<file path="config.mk">
export PLATFORM = sky130hd
export DESIGN_NAME = commit_wdog
export DESIGN_NICKNAME = d
export VERILOG_FILES = /design/src/rtl/commit_wdog.sv
export SDC_FILE = /design/constraint.sdc
export NUM_CORES = 1
export LEC_CHECK = 0
export CORE_MARGIN = 4
export CORE_UTILIZATION = 59
export DETAILED_ROUTE_END_ITERATION = 8
export PLACE_DENSITY = 0.77
export SYNTH_ARGS = -nofsm -noshare
export SYNTH_HDL_FRONTEND = slang
export SYNTH_SLANG_ARGS = --single-unit
</file>
<file path="constraint.sdc">
create_clock -name clk -period 2.5 [get_ports clk]
set_clock_uncertainty 0.2 [all_clocks]
set_input_delay 0.25 -clock clk [delete_from_list [all_inputs] [get_ports clk]]
set_output_delay 0.25 -clock clk [all_outputs]
set_load 0.01 [all_outputs]
</file>
<file path="src/rtl/commit_wdog.sv">
// Commit watchdog: counts enabled cycles without a kick.
// expired pulses in the cycle the idle count reaches LIMIT; a kick wins.
module commit_wdog #(
    parameter int unsigned LIMIT = 1000
) (
    input  logic clk,
    input  logic rst,
    input  logic enable,
    input  logic kick,
    output logic expired
);

    logic [31:0] idleCount;

    assign expired = enable && !kick && (idleCount == LIMIT - 1);

    always_ff @(posedge clk) begin
        if (rst || kick) begin
            idleCount <= '0;
        end else if (enable) begin
            idleCount <= idleCount + 32'd1;
        end
    end

endmodule

</file>
==> run metrics <==
synth warn=0; number of global-route vias before repair=between 1k and 1.5k; Initial DRC Count=77; Max stage delay on crit path=0.51 ns; critical path type=reg2reg; Final GP Congestion=around 0.85; M2 GR Usage=36.3%; Slew Limit Fails=0; CP top delay family=simple AND/OR/NAND/NOR gates; fin cells=~230; post-synthesis mux area share=about 1.3%; total track usage=approximately 22%; Mapped Area=around 1600 um^2; post-synthesis adder-cell area fraction=less than 1%; Die Span X=roughly 60 um; worst-skew pair later-pin latency=0.34 ns; drt total wl=~3400 um; Largest register FFs=32; run status=completed; Compound-Gate Fraction of Synth Area=15.5%; #FFs+latches synth=32; Period minus WS final=2.23 ns; actual slew at the worst max-slew pin=approximately 0.57 ns; setup_tns=0 ns; CP startpoint kind=flip-flop; CTS HTree Levels=2; busiest layer in global routing=met2; Vias=between 1k and 1.5k; Post-Synth Simple-Gate Area=between 30 and 40%; crit-path max FO=12; clock net sink count=32; met1 usage=between 20% and 30%; PortBufs=4; power per cell area=around 550 nW/um^2; Final HPWL DP=about 2300 um; share of cells above drive strength 1=approximately 12%; largest family of logic cells by synthesized area=simple AND/OR/NAND/NOR gates; Worst Path Required=2.57 ns; Post-Syn Nets=a little under 200; GR Util met3=5.83%; Fillers=approximately 200; footprint of the multi-input gates=883 um^2; NumNets Final=between 200 and 250; Hold Fails Final Rpt=0; final setup violation count=0; Synth Area in XOR/XNOR=5.00%; CORE AREA=2520 um^2; Static Leak=0.556 nW; max-cap check violation count=0; first-pass GRT wire length=6080 um; Peak supply drop=0.000622 V; RSZ-0062 raised after global routing=false; DRC viols=0; io pins=5; ANT cells=0; worst path arrival time=roughly 2.3 ns; Core Util, Final=between 70 and 80%; CTS Root Cell=clkbuf_4; Die Y=a little under 60 um; clock-pin transition on the worst setup and hold timing paths=about 0.10 ns; Die ar.=approximately 3600 um^2; placed cells=between 200 and 250; total grt overflow=0; Top reg by flops=idleCount; initial core utilization=62.5%; Reg area=between 600 and 700 um^2; Area growth, synth to finish=13.4%; Avg Cell Area, Syn=between 8 and 9 um^2; Bufs and invs on worst path=1; hold bufs inserted after CTS=0; wire per inst=~15 um; drt pass-1 iters=4; Slew Limit Headroom=62.1%; DRT antenna net count=0; post-synthesis cell type count=27; largest net degree at the start of global routing=31; fmax=approximately 450 MHz; Mapped Cells=between 150 and 200; worst hold path class=reg2reg; top flop regs=idleCount: 32 flops; initial antenna violation count=0; placed cell areas=~1700 um^2; Site Rows=18; via/cell ratio=roughly 6.4; sequential area share after synthesis=40.6%; Final Cell Area=between 1500 and 2000 um^2; CTS Buf Count=5; slowest CP cell=or4_1; Crit. End Element=flip-flop; CTS Buffer Depth=2; period utilisation layout=between 80% and 90%; CTS tree=done; CP Cell Sequence=ha_1 -> nand3_1 -> or3_1 -> buf_4 -> or4_1 -> a21oi_1
[worst register-to-register path, stage by stage (launching register included)]
cell,delay [ns]
dfxtp_1,0.40
ha_1,0.21
nand3_1,0.12
or3_1,0.41
buf_4,0.19
or4_1,0.51
a21oi_1,0.14
[report_power, final]
group	leakage, nW	total [mW]	internal, mW	switching (mW)
registers	0.259	0.512	0.510	0.00127
logic	0.245	0.0222	0.00899	0.0132
clock network	0.0515	0.441	0.265	0.176
[final cells by class]
class / count / share of cell area [%]
timing repair buffer: 13 / 6.16
sequential: 32 / 36.0
clock inverter: 1 / 1.68
clock buffer: 7 / 3.64
inverter: 5 / 1.05
tap: 30 / 2.10
multi-input combinational: 143 / 49.4
[Yosys cell counts, drive strengths merged]
cell    number  area [um^2]
or3b         1         8.76
dfxtp       32          641
nand3       11         55.1
nor3         3         15.0
or3         10         62.6
ha           1         12.5
a21oi       20          100
buf          6         30.0
nor4        11         68.8
nand4        9         68.8
or2          1         6.26
and4         2         17.5
or4         12         90.1
xnor2        5         43.8
xor2         4         35.0
o31ai       11         82.6
nor2        12         45.0
o31a         1         8.76
mux2i        2         20.0
inv          5         18.8
nand2       12         45.0
clkbuf       4         15.0
o21a         1         7.51
o21ai        9         45.0
and3         3         18.8
nand3b       2         15.0
[placed cells by master (no fill, tap or decap), types with 2 or more instances in the layout]
| cell | n |
|---|---|
| dfxtp_1 | 30 |
| a21oi_1 | 20 |
| nor2_1 | 12 |
| nand2_1 | 12 |
| or4_1 | 12 |
| o31ai_1 | 11 |
| nand3_1 | 10 |
| nor4_1 | 10 |
| or3_1 | 10 |
| o21ai_0 | 9 |
| buf_4 | 9 |
| nand4_1 | 7 |
| inv_1 | 5 |
| xnor2_1 | 5 |
| clkbuf_4 | 5 |
| xor2_1 | 4 |
| and3_1 | 3 |
| nor3_1 | 3 |
| clkdlybuf4s50_1 | 3 |
| and4_1 | 2 |
| mux2i_1 | 2 |
| nand4_2 | 2 |
| nand3b_1 | 2 |
| clkbuf_8 | 2 |
| dfxtp_2 | 2 |
[through the flow]
| stage | hold WS (ns) | total power, mW | setup slack (ns) |
|---|---|---|---|
| finish | 0.311 | 0.975 | 0.271 |
| CTS | 0.311 | 0.983 | 0.00904 |
| floorplan | 0.198 | 0.535 | 0.404 |
| detailed placement | 0.297 | 0.545 | 0.100 |
| global route | 0.329 | 1.02 | 0.112 |
| global placement | 0.273 | 0.544 | 0.145 |
[metal layers]
metal | routed length (um) | share of wire (%) | vias to the layer above
met5 | 0 | 0 | -
met2 | 1630 | 48 | 26
met4 | 59 | 1.7 | 0
met3 | 151 | 4.5 | 8
met1 | 1530 | 45 | 705
li1 | - | - | 744
[cell families (layout without fill, tap and decap cells)]
kind of cell / Yosys count / in the layout
flip-flops: 32 / 32
AND/OR/NAND/NOR: 89 / 89
XOR/XNOR: 9 / 9
AO/OA/AOI/OAI: 42 / 42
adder cells (fa/ha/maj): 1 / 1
multiplexers: 2 / 2
buffers and inverters: 15 / 26
[path summary, 6_finish.rpt]
check	start	cells past startpoint	slack, ns	to
setup reg to reg	idleCount[0]	6	0.27	idleCount[22]
setup / recovery	idleCount[0]	6	0.27	idleCount[22]
hold / removal	idleCount[29]	2	0.31	idleCount[29]
hold reg to reg	idleCount[29]	2	0.31	idleCount[29]
[repair_timing]
item | CTS | global route
endpoints found under the setup margin | 1 | 1
endpoints found under the hold margin | 0 | 0
gates cloned | 0 | 0
gates resized for setup | 1 | 4
setup buffers | 0 | 0
(Power assumes the default switching activity.)
